$ cat config.mk
export PLATFORM = sky130hd
export DESIGN_NAME = guess_sequencer
export DESIGN_NICKNAME = d
export VERILOG_FILES = /design/src/rtl/hangy_pkg.sv /design/src/rtl/button_debounce.sv /design/src/rtl/guess_sequencer.sv
export SDC_FILE = /design/constraint.sdc
export NUM_CORES = 1
export LEC_CHECK = 0
export CORE_AREA = 2 2 54 107
export CTS_BUF_LIST = sky130_fd_sc_hd__clkbuf_16
export CTS_CLUSTER_DIAMETER = 60
export DETAILED_ROUTE_END_ITERATION = 7
export DIE_AREA = 0 0 56 109
export DONT_BUFFER_PORTS = 1
export MAX_ROUTING_LAYER = met4
export PLACE_DENSITY_LB_ADDON = 0.08
export SKIP_LAST_GASP = 1
export SLEW_MARGIN = 25
export SYNTH_ARGS = -nofsm -noshare
export SYNTH_HDL_FRONTEND = slang
export SYNTH_HIERARCHICAL = 1
export SYNTH_SLANG_ARGS = --single-unit
$ cat constraint.sdc
create_clock -name clk -period 1.8 [get_ports clk]
set_input_delay 0.36 -clock clk [delete_from_list [all_inputs] [get_ports clk]]
set_output_delay 0.36 -clock clk [all_outputs]
set_load 0.01 [all_outputs]
$ cat src/rtl/hangy_pkg.sv
// Shared types and constants for the hangman front-end: letter code, sequencer states.
package hangy_pkg;

  localparam int unsigned CHAR_WIDTH  = 5;
  localparam int unsigned NUM_LETTERS = 26;
  localparam int unsigned COUNT_WIDTH = 5;

  typedef logic [CHAR_WIDTH-1:0] letter_t;

  localparam letter_t LETTER_LIMIT = CHAR_WIDTH'(NUM_LETTERS);

  typedef enum logic [1:0] {
    S_IDLE    = 2'd0,
    S_CHECK   = 2'd1,
    S_OFFER   = 2'd2,
    S_RELEASE = 2'd3
  } guess_seq_state_t;

endpackage

$ cat src/rtl/button_debounce.sv
// Two-flop synchronizer plus hold counter; the debounced level follows the synced
// input only after it has differed for DEBOUNCE_CYCLES consecutive cycles.
module button_debounce #(
  parameter int unsigned DEBOUNCE_CYCLES = 4
) (
  input  logic clk,
  input  logic reset,
  input  logic btn_raw,
  output logic btn_db
);

  localparam int unsigned CNT_W = (DEBOUNCE_CYCLES > 2) ? $clog2(DEBOUNCE_CYCLES) : 1;

  logic             sync1_q, sync2_q;
  logic             db_q, db_d;
  logic [CNT_W-1:0] cnt_q, cnt_d;

  always_comb begin
    cnt_d = '0;
    db_d  = db_q;
    if (sync2_q != db_q) begin
      // Toggle on the cycle the count would reach DEBOUNCE_CYCLES.
      if (cnt_q == CNT_W'(DEBOUNCE_CYCLES - 1)) begin
        db_d  = sync2_q;
        cnt_d = '0;
      end else begin
        cnt_d = cnt_q + CNT_W'(1);
      end
    end
  end

  always_ff @(posedge clk) begin
    if (reset) begin
      sync1_q <= 1'b0;
      sync2_q <= 1'b0;
      cnt_q   <= '0;
      db_q    <= 1'b0;
    end else begin
      sync1_q <= btn_raw;
      sync2_q <= sync1_q;
      cnt_q   <= cnt_d;
      db_q    <= db_d;
    end
  end

  assign btn_db = db_q;

endmodule

$ cat src/rtl/guess_sequencer.sv
// Turns debounced button presses into screened guesses (valid/ready) or next pulses.
// Optional repeat-guess bitmap enabled by GUESS_SEQ_DUP_FILTER_EN.
module guess_sequencer
  import hangy_pkg::*;
#(
  parameter int unsigned DEBOUNCE_CYCLES = 4
) (
  input  logic                   clk,
  input  logic                   reset,
  input  logic                   next_raw,
  input  logic [CHAR_WIDTH-1:0]  char_raw,
  input  logic                   guess_mode,
  input  logic                   new_game,
  output logic                   guess_valid,
  output logic [CHAR_WIDTH-1:0]  guess_char,
  input  logic                   guess_ready,
  output logic                   next_pulse,
  output logic                   invalid_flag,
  output logic                   dup_flag,
  output logic [COUNT_WIDTH-1:0] used_count
);

  logic                   btn_db;
  logic                   btn_db_prev_q;
  logic                   press_c;
  letter_t                char_s1_q, char_s2_q;
  letter_t                char_q, char_d;
  guess_seq_state_t       state_q, state_d;
  logic                   guess_valid_q, guess_valid_d;
  letter_t                guess_char_q, guess_char_d;
  logic                   next_pulse_q, next_pulse_d;
  logic                   invalid_q, invalid_d;
  logic                   dup_q, dup_d;
  logic [COUNT_WIDTH-1:0] used_count_q, used_count_d;
`ifdef GUESS_SEQ_DUP_FILTER_EN
  logic [NUM_LETTERS-1:0] used_q, used_d;
`endif

  button_debounce #(
    .DEBOUNCE_CYCLES(DEBOUNCE_CYCLES)
  ) u_next_db (
    .clk    (clk),
    .reset  (reset),
    .btn_raw(next_raw),
    .btn_db (btn_db)
  );

  assign press_c = btn_db & ~btn_db_prev_q;

  always_comb begin
    state_d       = state_q;
    char_d        = char_q;
    guess_valid_d = guess_valid_q;
    guess_char_d  = guess_char_q;
    next_pulse_d  = 1'b0;
    invalid_d     = 1'b0;
    dup_d         = 1'b0;
    used_count_d  = used_count_q;
`ifdef GUESS_SEQ_DUP_FILTER_EN
    used_d        = used_q;
`endif
    // new_game overrides any in-flight transfer, including one completing this cycle.
    if (new_game) begin
      state_d       = S_RELEASE;
      guess_valid_d = 1'b0;
      used_count_d  = '0;
`ifdef GUESS_SEQ_DUP_FILTER_EN
      used_d        = '0;
`endif
    end else begin
      case (state_q)
        S_IDLE: begin
          if (press_c) begin
            if (guess_mode) begin
              char_d  = char_s2_q;
              state_d = S_CHECK;
            end else begin
              next_pulse_d = 1'b1;
              state_d      = S_RELEASE;
            end
          end
        end
        S_CHECK: begin
          if (char_q >= LETTER_LIMIT) begin
            invalid_d = 1'b1;
            state_d   = S_RELEASE;
          end
`ifdef GUESS_SEQ_DUP_FILTER_EN
          else if (used_q[char_q]) begin
            dup_d   = 1'b1;
            state_d = S_RELEASE;
          end
`endif
          else begin
            guess_valid_d = 1'b1;
            guess_char_d  = char_q;
            state_d       = S_OFFER;
          end
        end
        S_OFFER: begin
          if (guess_valid_q && guess_ready) begin
            guess_valid_d = 1'b0;
            state_d       = S_RELEASE;
`ifdef GUESS_SEQ_DUP_FILTER_EN
            used_d[char_q] = 1'b1;
`endif
            if (used_count_q != COUNT_WIDTH'(NUM_LETTERS)) begin
              used_count_d = used_count_q + COUNT_WIDTH'(1);
            end
          end
        end
        S_RELEASE: begin
          if (!btn_db) begin
            state_d = S_IDLE;
          end
        end
        default: state_d = S_IDLE;
      endcase
    end
  end

  always_ff @(posedge clk) begin
    if (reset) begin
      btn_db_prev_q <= 1'b0;
      char_s1_q     <= '0;
      char_s2_q     <= '0;
      char_q        <= '0;
      state_q       <= S_IDLE;
      guess_valid_q <= 1'b0;
      guess_char_q  <= '0;
      next_pulse_q  <= 1'b0;
      invalid_q     <= 1'b0;
      dup_q         <= 1'b0;
      used_count_q  <= '0;
`ifdef GUESS_SEQ_DUP_FILTER_EN
      used_q        <= '0;
`endif
    end else begin
      btn_db_prev_q <= btn_db;
      char_s1_q     <= char_raw;
      char_s2_q     <= char_s1_q;
      char_q        <= char_d;
      state_q       <= state_d;
      guess_valid_q <= guess_valid_d;
      guess_char_q  <= guess_char_d;
      next_pulse_q  <= next_pulse_d;
      invalid_q     <= invalid_d;
      dup_q         <= dup_d;
      used_count_q  <= used_count_d;
`ifdef GUESS_SEQ_DUP_FILTER_EN
      used_q        <= used_d;
`endif
    end
  end

  assign guess_valid  = guess_valid_q;
  assign guess_char   = guess_char_q;
  assign next_pulse   = next_pulse_q;
  assign invalid_flag = invalid_q;
  assign dup_flag     = dup_q;
  assign used_count   = used_count_q;

endmodule
==> results.ini <==
[run_status]
run_status=finished, final reports clean

[cells_and_area]
final_cell_mix=sky130_fd_sc_hd__dfxtp_1, sky130_fd_sc_hd__nor2b_1, sky130_fd_sc_hd__a21oi_1
n_fill_cell=568
num_antenna_cells=0
sequential_cell_area_sq_um=721
layout.cell_area.non_filler_sq_mm=0.00169
most_common_library_cell_in_the_layout_ignoring_fill_and_taps=sky130_fd_sc_hd__dfxtp_1
syn2layout_area_growth_pct=13.6
multi_input_area_sq_um=707
post_route_cells_drive_above_1_share_pct=7.10
final_net_count=172

[setup_path]
critPathLaunchType=flip-flop
cp_max_fo=5
worst_path_required_time_ns=1.95
timing.critical_path.slowest_cell_delay_ns=0.39
worst_r2r_startpoint=state_q[0]
startpoint=state_q[0]
criticalPathCategory=reg2reg
critPathArrivalTime_ns=1.68
critical_path.cell_chain=inv_1 -> ha_1 -> a21boi_1 -> a2111oi_0 -> o221ai_1
cp_slowest_cell=sky130_fd_sc_hd__dfxtp_1
cp-end-kind=flip-flop

[clocking]
cts-htree-levels=2
post-cts-setup-buffers=0
holdBufCountCts=0
path_clk_slew_ns=0.06
cts_inserted_buffers=5
cts_resized=0
clk_path_buf_depth=2
ctsRootBufferMaster=sky130_fd_sc_hd__clkbuf_16
tritoncts_num_sinks=36
clock_insertion_delay_at_the_later_pin_of_the_skew_report_ns=0.28
tritoncts=yes

[synthesis]
yosys-mux-area-fraction_pct=2.02
postSynthRegisterBits=36
synth_flop_cell=sky130_fd_sc_hd__dfxtp_1
post_synthesis_async_set_or_reset_flop_share_pct=0
post_synthesis_average_cell_area_sq_um=9.76
yosys_warnings=6
synthCells=152
dominant_combinational_cell_family_by_area_after_synthesis=simple AND/OR/NAND/NOR gates
ys_types=42
synth-compound-area-share_pct=16.3
synth.net_count=170
synth_simple_gate_area_share_pct=22.6
synthXorXnorAreaFrac_pct=0.590
synth_adder_area_share_pct=5.90
synth_edf_count=0
synth_area_sq_mm=0.00148
ys_seq_area_share_pct=48.6

[routing]
first_pass_iters=4
post-route-drc-count=0
postRouteAntennaNets=0
vias=1055
detail_route.wirelength_microns=2810
vias_per_instance=4.91
drt-initial-drc-count=25
routed_wl_per_cell_microns=13.1

[die]
dieArea_sq_mm=0.00610
floorplan.die.width_microns=56
initial_core_util_pct=27.9
placementRows=38
core_region_area_sq_mm=0.00533
num_io_pins=25
die_y_microns=109

[power_and_ir_drop]
p_leak_uw=0.000643
power_density_mw_per_mm2=1290
power.ir.vdd_worst_mv=0.659

[timing]
timing_hold_violations_final=0
fin_worst_skew_ns=0.00481
report.final.slew_viol_count=0
report.final.setup_viol=0
finalWorstSetupSlack_ns=0.273
final_sum_of_negative_setup_slack_ns=0
layout_worst_path_cycle_share_pct=84.8
minimum_clock_period_after_layout_ns=1.53
rsz0062_at_grt=false
achievable-frequency_mhz=655

[place]
dp_hpwl_microns=1940
buffer_ports.inserted=0
gpl.final_weighted_congestion=0.677
detailedPlace.worstSlack_ns=0.274
post_dp_cell_area_sq_mm=0.00152

[min_path]
min_from=reset
worst_hold_path_type=in2reg

[flow_run]
maxCapViolations=0

[global_route]
gr-total-overflow=0
grt_first_pass_wirelength_microns=4890
gr-usage-all-layers_pct=10.7
antenna_violations_before_repair=0
grt_max_degree=31
number_of_global_route_vias_before_repair=1028

==> synthesized netlist by cell type (all sizes together), types with 2 or more instances <==
cell | number | area, sq um
dfxtp | 36 | 721
mux2i | 3 | 30.0
buf | 3 | 30.0
ha | 7 | 87.6
nor2 | 4 | 15.0
nor2b | 17 | 106
nand3 | 12 | 60.1
nor3b | 2 | 20.0
a21oi | 14 | 70.1
clkbuf | 2 | 7.51
nand2 | 5 | 18.8
inv | 5 | 18.8
nand2b | 2 | 12.5
o21ai | 13 | 65.1
or3 | 3 | 18.8
==> state kept, by name, summed over array words and instances, names as in the netlist, 2 cells and up <==
| register | cells |
|---|---|
| used_count | 5 |
| guess_char | 5 |
| u_next_db/cnt_q | 2 |
| char_s2_q | 5 |
| char_q | 5 |
| state_q | 2 |
| char_s1_q | 5 |
==> per-stage QoR <==
| stage | instances | power, uW | util [%] | hold slack, ns |
|---|---|---|---|---|
| after floorplan | 152 | 1170 | - | 0.404 |
| after global routing | 215 | 2290 | 31.6 | 0.138 |
| after global placement | 207 | 1230 | 28.6 | 0.413 |
| after CTS | 215 | 2210 | 31.6 | 0.138 |
| final | 215 | 2180 | 31.6 | 0.147 |
| after detailed placement | 207 | 1220 | 28.6 | 0.420 |
==> where the power goes <==
group	switching (uW)	internal (uW)
clock network	326	645
logic	158	151
registers	51.4	848
total	535	1640
==> cells by family (layout without fill, tap and decap cells) <==
group / Yosys count / count (layout)
fa+ha+maj: 7 / 7
other cells: 1 / 1
mux: 3 / 3
compound gates: 39 / 39
simple gates: 55 / 55
flops: 36 / 36
buf+inv: 10 / 13
xor+xnor: 1 / 1
==> cell type report <==
class                           instances  share of cell area [%]
Tap cell                               60                    4.45
Inverter                                5                    1.11
Clock buffer                            5                    7.42
Multi-Input combinational cell        106                    41.9
Clock inverter                          3                    2.30
Sequential cell                        36                    42.8
==> routing by layer <==
layer	part of all wire, %	GRT usage, %
met1	44	11.9
met2	48	16.5
met3	5.3	3.68
met4	3.1	6.63
met5	0	-
==> worst max-delay path: cells and delay by family, from the launching register on <==
family	cells	cell delay [ns]
DFF	1	0.39
AOI/OAI and AO/OA	3	0.68
adders and majority gates	1	0.24
buffers and inverters	1	0.08
==> path summary, 6_finish.rpt <==
check / endpoint / slack (ns) / cells past startpoint
min: char_s1_q[2] / 0.15 / 1
max: state_q[0] / 0.27 / 5
min reg2reg: u_next_db/cnt_q[0] / 0.43 / 1
max reg2reg: state_q[0] / 0.27 / 5
Power figures use the tool's default switching activity.
